--- src/rtl/ifft_frame_unloader.sv ---
// IFFT output unloader: checks frame framing on the AXI-Stream beat channel, buffers
// real samples in a FIFO and releases one per audio strobe via a prime/play machine.
module ifft_frame_unloader #(
    parameter int DATA_W     = 16,
    parameter int FIFO_DEPTH = 16
) (
    input  logic                CLK,
    input  logic                RST_N,
    input  logic [3:0]          frameSize,
    input  logic [2*DATA_W-1:0] sTData,
    input  logic                sTValid,
    input  logic                sTLast,
    output logic                sTReady,
    input  logic                sampleStrobe,
    output logic [DATA_W-1:0]   sampleOut,
    output logic                sampleValid,
    output logic                frameDone,
    output logic                lastEarly,
    output logic                lastMissing,
    output logic                underrun
);

    localparam int AW = $clog2(FIFO_DEPTH);
    localparam logic [AW:0] FULL_CNT = (AW + 1)'(FIFO_DEPTH);
    localparam logic [AW:0] HALF_CNT = (AW + 1)'(FIFO_DEPTH / 2);

    typedef enum logic {
        PRIME,
        PLAY
    } state_t;

    state_t            state;
    logic [DATA_W-1:0] mem [FIFO_DEPTH];
    logic [AW-1:0]     wr_ptr;
    logic [AW-1:0]     rd_ptr;
    logic [AW:0]       count;
    logic [11:0]       beat_cnt;
    logic [3:0]        n_log2;

    logic        push;
    logic        pop;
    logic [3:0]  eff_log2;
    logic [12:0] frame_len;
    logic [11:0] last_idx;
    logic        at_last;
    logic        unused_imag;

    function automatic logic [3:0] clamp_size(input logic [3:0] fs);
        if (fs < 4'd3)
            return 4'd3;
        else if (fs > 4'd12)
            return 4'd12;
        else
            return fs;
    endfunction

    assign unused_imag = ^sTData[2*DATA_W-1:DATA_W];

    // Ready comes from the registered count, so a pop never frees room in the same cycle.
    assign sTReady = RST_N & (count != FULL_CNT);
    assign push    = sTValid & sTReady;
    assign pop     = (state == PLAY) & sampleStrobe & (count != '0);

    // The first beat of a frame is judged against the size being latched with it.
    assign eff_log2  = (beat_cnt == '0) ? clamp_size(frameSize) : n_log2;
    assign frame_len = 13'd1 << eff_log2;
    assign last_idx  = 12'(frame_len - 13'd1);
    assign at_last   = (beat_cnt == last_idx);

    always_ff @(posedge CLK) begin
        if (push)
            mem[wr_ptr] <= sTData[DATA_W-1:0];
    end

    always_ff @(posedge CLK) begin
        if (!RST_N) begin
            state       <= PRIME;
            wr_ptr      <= '0;
            rd_ptr      <= '0;
            count       <= '0;
            beat_cnt    <= '0;
            n_log2      <= 4'd3;
            sampleOut   <= '0;
            sampleValid <= 1'b0;
            frameDone   <= 1'b0;
            lastEarly   <= 1'b0;
            lastMissing <= 1'b0;
            underrun    <= 1'b0;
        end else begin
            sampleValid <= sampleStrobe;
            frameDone   <= 1'b0;
            lastEarly   <= 1'b0;
            lastMissing <= 1'b0;
            underrun    <= 1'b0;

            if (push) begin
                wr_ptr <= wr_ptr + 1'b1;
                if (beat_cnt == '0)
                    n_log2 <= clamp_size(frameSize);
                if (at_last) begin
                    frameDone   <= 1'b1;
                    lastMissing <= ~sTLast;
                    beat_cnt    <= '0;
                end else if (sTLast) begin
                    frameDone <= 1'b1;
                    lastEarly <= 1'b1;
                    beat_cnt  <= '0;
                end else begin
                    beat_cnt <= beat_cnt + 12'd1;
                end
            end

            if (pop)
                rd_ptr <= rd_ptr + 1'b1;

            unique case ({push, pop})
                2'b10:   count <= count + 1'b1;
                2'b01:   count <= count - 1'b1;
                default: ;
            endcase

            unique case (state)
                PRIME: begin
                    if (sampleStrobe)
                        sampleOut <= '0;
                    if (count >= HALF_CNT)
                        state <= PLAY;
                end
                PLAY: begin
                    if (sampleStrobe) begin
                        if (count != '0) begin
                            sampleOut <= mem[rd_ptr];
                        end else begin
                            sampleOut <= '0;
                            underrun  <= 1'b1;
                            state     <= PRIME;
                        end
                    end
                end
                default: state <= PRIME;
            endcase
        end
    end

endmodule

--- config.mk ---
export PLATFORM = sky130hd
export DESIGN_NAME = ifft_frame_unloader
export DESIGN_NICKNAME = d
export VERILOG_FILES = /design/src/rtl/ifft_frame_unloader.sv
export SDC_FILE = /design/constraint.sdc
export NUM_CORES = 1
export LEC_CHECK = 0
export BUFFER_PORTS_ARGS = -buffer_cell sky130_fd_sc_hd__buf_2
export CELL_PAD_IN_SITES_DETAIL_PLACEMENT = 1
export CELL_PAD_IN_SITES_GLOBAL_PLACEMENT = 2
export CORE_UTILIZATION = 48
export CTS_BUF_LIST = sky130_fd_sc_hd__clkbuf_4 sky130_fd_sc_hd__clkbuf_8
export CTS_CLUSTER_DIAMETER = 40
export DETAILED_ROUTE_END_ITERATION = 6
export GPL_ROUTABILITY_DRIVEN = 0
export PLACE_DENSITY = 0.81
export SYNTH_ARGS = -nofsm -noshare
export SYNTH_HDL_FRONTEND = slang
export SYNTH_SLANG_ARGS = --single-unit
--- constraint.sdc ---
create_clock -name CLK -period 4.7 [get_ports CLK]
set_input_delay 0.94 -clock CLK [delete_from_list [all_inputs] [get_ports CLK]]
set_output_delay 0.94 -clock CLK [all_outputs]
set_load 0.02 [all_outputs]
[After elaboration in Yosys (flattened, before gate mapping)]
Memory sizes are Yosys's and may differ from the RTL's. A register that Yosys moved wholly into a read port is not among the register bits.
Cells that the tools add are included.
Cells by class
  add/sub/neg operators: 6
  order comparisons: 3
  equality and inequality tests: 6
  shift operators: 1
  muxes and demuxes: 21
  bitwise operators: 8
  reductions and logical operators: 8
Operator list (count)
  16-bit two-way mux: 3
  16-bit case mux with 2 select lines: 1
  12-bit two-way mux: 2
  4-bit two-way mux: 5
  12-bit by 1-bit adder with 12-bit output (second input constant): 1
  12-bit == test: 1
  12-bit logical NOT: 1
  1-bit by 4-bit left shift with 12-bit output (first input constant): 1
  12-bit by 1-bit subtractor with 12-bit output (second input constant): 1
  5-bit case mux with 2 select lines: 1
  4-bit by 1-bit adder with 4-bit output (second input constant): 2
  1-bit two-way mux: 8
  3-bit AND reduction: 2
  5-bit by 1-bit adder with 5-bit output (second input constant): 1
  5-bit by 4-bit greater-or-equal comparator with 1-bit output (second input constant): 1
  5-bit != test (second input constant): 1
  5-bit nonzero test: 1
  5-bit by 1-bit subtractor with 5-bit output (second input constant): 1
  1-bit bitwise AND: 4
  4-bit > comparator (second input constant): 1
  4-bit by 2-bit < comparator with 1-bit output (second input constant): 1
  2-bit != test (second input constant): 2
  1-bit NOT: 4
  2-bit AND reduction: 2
  5 further kinds: 5
Word-level totals
  register bits: 51
  memory bits (writable): 256
  input port bits: 41
  output and inout bits: 22
  word-level logic and storage cells: 66
  memories kept: 1
Memories
  mem: depth 16, width 16, read ports 1, clocked after memory_dff 1, wr ports 1, RTL line 33  | logic [DATA_W-1:0] mem [FIFO_DEPTH];

[Logic depth before layout (Yosys ltp)]
Gate-level depths: netlist of run 1.
  depth after elaboration: 8
  gate-level depth with buffers: 17
  depth with buffers taken out: 14

[Worst setup path before layout of run 1]
OpenSTA, ideal clock, no wires.
  kind: reg-to-reg
  from: register beat_cnt[0]
  to: register lastEarly
  setup time: 0.115 ns
  arrival: 3.270 ns
  data required time: 4.585 ns
  path slack: 1.314 ns
  cell stages (with the launch flop): 17
  path buffers: 2
  clock period less this slack: 3.386 ns
  cell sequence: dfxtp_1 inv_1 ha_1 nor4b_4 and3_4 buf_8 nor3_1 nand3_1 ha_1 clkbuf_1 inv_1 a311oi_1 a31oi_1 a32oi_1 xor2_1 or4_4 and3_1
On the way
  cells in the longest elaborated chain, start to end: 6
RTL lines
  from (decl): RTL line 37  | logic [11:0] beat_cnt;
  from (signal assigned): RTL line 109  | beat_cnt <= beat_cnt + 12'd1;
  12-bit logical NOT: RTL line 65  | assign eff_log2 = (beat_cnt == '0) ? clamp_size(frameSize) : n_log2;
  4-bit two-way mux
  1-bit by 4-bit left shift with 12-bit output: RTL line 66  | assign frame_len = 13'd1 << eff_log2;
  12-bit by 1-bit subtractor with 12-bit output: RTL line 67  | assign last_idx = 12'(frame_len - 13'd1);
  12-bit == test *: RTL line 68  | assign at_last = (beat_cnt == last_idx);
  3-bit OR reduction (no source line) *
  to (signal assigned): RTL line 86  | lastEarly <= 1'b0;
  to (signal assigned): RTL line 92  | lastEarly <= 1'b0;
  to (signal assigned): RTL line 106  | lastEarly <= 1'b1;
  to (decl): RTL line 18  | output logic lastEarly,
Mark *: on every way between the ends. The rest lies on a longest branch, timed or not.
A chain may end at the register's enable or synchronous reset.

[Worst setup path in the final report of run 1]
Ends and elaborated chain as after synthesis.

==> summary.md, run 1 <==
| Metric | Value |
|---|---|
| Outcome | `complete, but fails checks` |
| Failing checks | `DRC` |
| Post-Place Worst Slack | `0.883 ns` |
| Register bit total from synthesis | `311` |
| CP Capture Type | `flip-flop` |
| Setup-failing EPs final | `0` |
| Worst relative slew slack | `16.0%` |
| IO Port Bufs | `46` |
| CTS Root Cell | `clkbuf_8` |
| Dpl hpwl | `18200 µm` |
| Worst endpoint required time | `5.16 ns` |
| R2r startpoint | `beat_cnt[0]` |
| GR Overflow Total | `0` |
| IR drop worst, VDD | `0.000186 V` |
| Fmax | `258 MHz` |
| Die Width | `166 µm` |
| Initial core utilization | `49.2%` |
| Worst hold path type | `reg -> reg` |
| Final Max Tran Viols | `0` |
| Syn_nets | `832` |
| Fin worst setup slack | `0.825 ns` |
| TritonCTS clock tree | `done` |
| DIE HEIGHT | `166 µm` |
| Largest net degree at the start of global routing | `47` |
| Startpoint types | `flip-flop` |
| Via Count | `7159` |
| Placeable Area | `26200 µm²` |
| Pwr Total | `5650 µW` |
| Hold path startpoint | `sampleOut[1]` |
| Post-Synthesis Cells | `778` |
| Async SR Flop Fraction | `0%` |
| Drt drc | `4` |
| Post-synthesis cell type count | `64` |
| Antenna viol nets, final | `0` |
| Initial antenna violation count | `0` |
| DRT iter0 DRCs | `540` |
| Avg Inst Size Synth | `16.6 µm²` |
| Cell row count | `59` |
| Clk slew on worst S/H paths | `0.06 ns` |
| Share of cells above drive strength 1 | `28.6%` |
| ANT cells | `0` |
| Num ports | `63` |
| Endpoints failing hold | `0` |
| Clock Path Buffers | `3` |
| First-pass GRT wire length | `46300 µm` |
| YS warnings | `0` |
| Die area | `27500 µm²` |
| Leakage | `0.00482 µW` |
| Setup Skew | `0.0158 ns` |
| Post-synth EDFFs | `256` |
| Worst-Margin Slew | `1.25 ns` |
| Total Wirelength | `29900 µm` |
| RSZ-0062 raised after global routing | `false` |
| Main flop type after synthesis | `edfxtp_1` |
| # fillers | `2428` |
| Layout area overhead | `13.6%` |
| Hold-fix buffers, CTS | `0` |
| Sink Count | `311` |
| PD cells | `386 nW/µm²` |
| Min cycle time layout | `3.87 ns` |
| Wire per inst | `24.2 µm` |
| Maxcap violations | `0` |
| Number of global-route vias before repair | `7729` |
| Number of post-CTS setup repair buffers | `0` |
| Crit path arrival time | `4.33 ns` |
| Drt pass-1 iters | `6` |
| Setup crit start | `beat_cnt[0]` |
| Final net count | `913` |
| Worst Path Max Fanout | `10` |
| H-tree Lvls | `2` |
| Sequential fraction of the synthesis area | `68.2%` |
| CTS buffer count | `52` |
| GRT Overall Usage | `22.4%` |
| CTS resizes | `0` |
| Mean number of vias per cell | `5.79` |
| Later-pin clock latency in the skew report | `0.57 ns` |
| Fin crit share | `82.4%` |
| Post-synthesis cell area | `12900 µm²` |
| Setup_tns | `0 ns` |
| CP Class | `reg -> reg` |
[flip-flops by register name, indices dropped and copies added (netlist names), named ones only]
register and cells:
mem 256, sampleOut 16, beat_cnt 12, count 5, n_log2 4, rd_ptr 4, wr_ptr 4, frameDone 1
lastEarly 1, lastMissing 1, sampleValid 1, state 1, underrun 1
[cells in the mapped netlist, types with 2 or more instances]
library cell  number  share of area, %
ha_1              12               1.2
buf_1              3             0.087
and3_1             5              0.24
nor2b_1            3              0.15
nor4b_1            2              0.14
a31oi_1            3              0.15
buf_2              9              0.35
buf_6              3              0.26
edfxtp_1         256                60
o31ai_1            2              0.12
inv_1             16              0.47
mux4_2            64                11
nand2_1           48               1.4
maj3_1             2              0.16
and2_1            13              0.63
mux2_2            16               1.4
a211oi_1           3              0.17
clkbuf_1          32              0.93
xor2_1            11              0.75
nor3b_1            2              0.12
nand2b_1          18              0.87
a21oi_1           20              0.78
o22ai_1            3              0.15
nand4_1            6              0.29
a21o_1             2              0.12
dfxtp_1           55               8.5
nor3_1             7              0.27
o21ai_0           13              0.50
o2111ai_1          4              0.27
nor2_1            32              0.93
nand3_1            6              0.23
mux2i_1           19               1.5
a21boi_0          20               1.2
xnor2_1           14              0.95
o211ai_1          18               1.0
a311oi_1           5              0.34
and4_1             2              0.14
or3_1              3              0.15
[cell usage in the layout (no fill, tap or decap), types with 19 or more instances in the layout]
| cell | Yosys | routed |
|---|---|---|
| a21boi_0 | 20 | 20 |
| a21oi_1 | 20 | 20 |
| buf_2 | 9 | 46 |
| buf_4 | 1 | 29 |
| clkbuf_8 | 0 | 55 |
| dfxtp_1 | 55 | 52 |
| edfxtp_1 | 256 | 256 |
| mux2i_1 | 19 | 19 |
| mux4_2 | 64 | 64 |
| nand2_1 | 48 | 48 |
| nor2_1 | 32 | 31 |
[routing by layer]
layer	track usage, %	share of wire, %	vias up
li1	-	-	3220
met1	29.5	44	3719
met2	38.3	50	165
met3	3.31	3.8	55
met4	7.56	2.5	0
met5	0	0	-
[critical path, cell delays in order (launching register included)]
cell and delay, ns:
dfxtp_1 0.37, inv_1 0.11, ha_1 0.15, nor4b_4 0.46
nand3_2 0.33, nand3_1 0.25, ha_1 0.45, inv_1 0.16
a311oi_1 0.24, a31oi_1 0.08, a32oi_1 0.28, xor2_1 0.13
or4_4 0.54, and3_1 0.20
[worst paths after layout]
kind                   to  slack [ns]  cells past startpoint
min reg2reg  sampleOut[1]        0.48                      2
max reg2reg     lastEarly        0.83                     13
max             lastEarly        0.83                     13
min          sampleOut[1]        0.48                      2
[stage by stage]
stage,instances,util [%],instance area (µm²),hold slack (ns)
final,1236,55.9,14700,0.483
after global routing,1236,55.9,14700,0.506
after CTS,1236,55.9,14700,0.488
after detailed placement,1140,51.8,13600,0.477
after global placement,1140,51.8,13600,0.469
after floorplan,778,-,12900,0.474
[logic make-up after synthesis]
group,after synthesis,synth area share (%)
AO/OA/AOI/OAI,104,5.67
adder cells (fa/ha/maj),15,1.47
AND/OR/NAND/NOR,158,6.56
multiplexers,100,14.2
buffers and inverters,65,2.27
flip-flops,311,68.2
XOR/XNOR,25,1.70
[where the power goes]
group | internal, µW | switching [µW]
Sequential | 3000 | 20.0
Clock | 1370 | 1070
Combinational | 67.9 | 119
Total | 4440 | 1210
[layout make-up]
class	instances	area, µm²	area share (%)
Tap cell	335	419	2.86
Sequential cell	311	8790	60.0
Inverter	16	60.1	0.410
Clock inverter	26	204	1.39
Timing Repair Buffer	76	468	3.19
Clock buffer	70	870	5.94
Multi-Input combinational cell	402	3830	26.2
(Power assumes the default switching activity.)
==> run 2: changes to the inputs <==
CORE_UTILIZATION = 43   (was 48)
PLACE_DENSITY = 0.77   (was 0.81)
clock period = 3.55 ns   (was 4.7 ns; I/O delays follow)
==> run 2 against run 1 <==
Effect of this change: the flow still finishes with violations (DRC); die area rose by 11%; sequential power is 32% higher; largest power group unchanged; clock skew is 0.026 ns higher; global-route usage fell by 2.4 points.
==> summary.md, run 2 (same netlist as run 1, synthesis figures left out) <==
| Metric | Value |
|---|---|
| Outcome | `complete, but fails checks` |
| Failing checks | `DRC` |
| # fillers | `2834 (+17%)` |
| CP Capture Type | `flip-flop` |
| Drt pass-1 iters | `7 (+1)` |
| Via Count | `7245 (+1.2%)` |
| Maxcap violations | `0 (unchanged)` |
| Number of global-route vias before repair | `7825 (+1.2%)` |
| Hold-fix buffers, CTS | `0 (unchanged)` |
| Setup Skew | `0.0418 ns (+0.0259 ns)` |
| Worst hold path type | `in -> reg` |
| Clock Path Buffers | `3 (unchanged)` |
| Worst Path Max Fanout | `6 (-4)` |
| Leakage | `0.00492 µW (+2.1%)` |
| Endpoints failing hold | `0 (unchanged)` |
| Fmax | `301 MHz (+17%)` |
| Mean number of vias per cell | `5.55 (-4.1%)` |
| GRT Overall Usage | `20.0% (-2.4 points)` |
| Post-Place Worst Slack | `0.0460 ns (-0.837 ns)` |
| Crit path arrival time | `3.78 ns (-0.55 ns)` |
| Registers with the most flip-flops | `mem x256, sampleOut x16, beat_cnt x12` |
| Die Width | `175 µm (+5.6%)` |
| Largest register FFs | `256 (unchanged)` |
| Setup_tns | `0 ns (unchanged)` |
| Fin worst setup slack | `0.224 ns (-0.601 ns)` |
| Num ports | `63 (unchanged)` |
| Total Wirelength | `29700 µm (-0.73%)` |
| Dpl hpwl | `18500 µm (+1.8%)` |
| Initial antenna violation count | `2 (+2)` |
| Fin crit share | `93.7% (+11 points)` |
| Final net count | `926 (+1.4%)` |
| Die area | `30700 µm² (+11%)` |
| Startpoint types | `flip-flop` |
| Sink Count | `311 (unchanged)` |
| IO Port Bufs | `46 (unchanged)` |
| CTS buffer count | `53 (+1.9%)` |
| Most common cell after layout, fill and taps aside | `edfxtp_1` |
| Initial core utilization | `43.6% (-5.6 points)` |
| Drt drc | `1 (-3)` |
| Layout area overhead | `15.5%` |
| First-pass GRT wire length | `45900 µm (-0.87%)` |
| Final Max Tran Viols | `0 (unchanged)` |
| Area of the multi-input gates | `3840 µm² (+0.13%)` |
| Most frequent cells in the layout | `256 x edfxtp_1, 64 x mux4_2, 56 x clkbuf_8, 52 x dfxtp_1, 48 x nand2_1` |
| Worst-Margin Slew | `1.10 ns (-0.149 ns)` |
| CTS Root Cell | `clkbuf_8` |
| Placeable Area | `29600 µm² (+13%)` |
| Cell row count | `63 (+6.8%)` |
| TritonCTS clock tree | `done` |
| CP Class | `reg -> reg` |
| FF+latch area | `8790 µm² (unchanged)` |
| Worst relative slew slack | `26.1% (+10 points)` |
| H-tree Lvls | `2 (unchanged)` |
| Most flop-heavy register | `mem` |
| GR Overflow Total | `0 (unchanged)` |
| RSZ-0062 raised after global routing | `false` |
| Wire per inst | `22.7 µm (-6.0%)` |
| Share of cells above drive strength 1 | `30.1% (+1.5 points)` |
| Antenna viol nets, final | `0 (unchanged)` |
| Clk slew on worst S/H paths | `0.06 ns (about the same)` |
| Setup-failing EPs final | `0 (unchanged)` |
| PD cells | `512 nW/µm² (+33%)` |
| Largest net degree at the start of global routing | `47 (unchanged)` |
| Worst endpoint required time | `4.01 ns (-1.15 ns)` |
| Min cycle time layout | `3.33 ns (-0.549 ns)` |
| DIE HEIGHT | `175 µm (+5.6%)` |
| DRT iter0 DRCs | `429 (-21%)` |
| IR drop worst, VDD | `0.000268 V (+44%)` |
| Later-pin clock latency in the skew report | `0.60 ns (+0.03 ns)` |
## run 2: final timing paths
check / startpoint / to / slack, ns / depth (start not counted)
max: beat_cnt[0] / lastEarly / 0.22 / 14
min: sTLast / lastMissing / 0.33 / 2
max reg2reg: beat_cnt[0] / lastEarly / 0.22 / 14
min reg2reg: sampleOut[7] / sampleOut[7] / 0.48 / 2
## run 2: area by class of cell
| class | instances | area share, % |
|---|---|---|
| multi-input cells | 402 | 25.8 |
| flip-flops and latches | 311 | 59.1 |
| well taps | 390 | 3.28 |
| repair buffers | 88 | 3.83 |
| clock inverters | 20 | 1.40 |
| clock buffers | 76 | 6.19 |
| diodes | 2 | 0.0336 |
| inverters | 16 | 0.403 |
## run 2: through the flow
| step | utilization [%] | hold slack, ns | cell area [µm²] | power (µW) | std cells |
|---|---|---|---|---|---|
| 3_3_place_gp | 46.4 | 0.465 | 13700 | 4310 | 1203 |
| 2_1_floorplan | - | 0.474 | 12900 | 4220 | 778 |
| 6_report | 50.4 | 0.334 | 14900 | 7620 | 1305 |
| 3_5_place_dp | 46.4 | 0.473 | 13700 | 4330 | 1203 |
| 4_1_cts | 50.2 | 0.301 | 14800 | 7700 | 1299 |
| 5_1_grt | 50.3 | 0.328 | 14900 | 7870 | 1303 |
## run 2: report_power, final
part,total [µW],internal (µW),switching (µW),leakage (µW)
registers,4000,3980,27.1,0.00275
logic,259,97.4,162,0.00158
clock network,3360,1970,1390,0.000587
total,7620,6040,1580,0.00492
## run 2: timing repair
action	in CTS	in global routing
resized for setup	0	1
buffers inserted	0	4
endpoints found under the setup margin	0	15
## run 2: layer usage
| metal | up-vias | part of all wire, % | GRT usage [%] |
|---|---|---|---|
| met5 | - | 0 | 0 |
| met2 | 186 | 48 | 32.9 |
| met1 | 3770 | 45 | 27.2 |
| met4 | 0 | 2.0 | 5.94 |
| met3 | 52 | 4.7 | 3.44 |
| li1 | 3237 | - | - |
## run 2: critical path: stages, from the launching register on
cell	delay, ns
dfxtp_1	0.37
inv_1	0.11
ha_1	0.15
nor4b_4	0.34
and3_4	0.26
nor3_2	0.05
nand3_1	0.11
ha_1	0.24
inv_1	0.11
a311oi_1	0.22
a31oi_1	0.07
a32oi_1	0.29
xor2_1	0.15
or4_4	0.54
and3_1	0.20
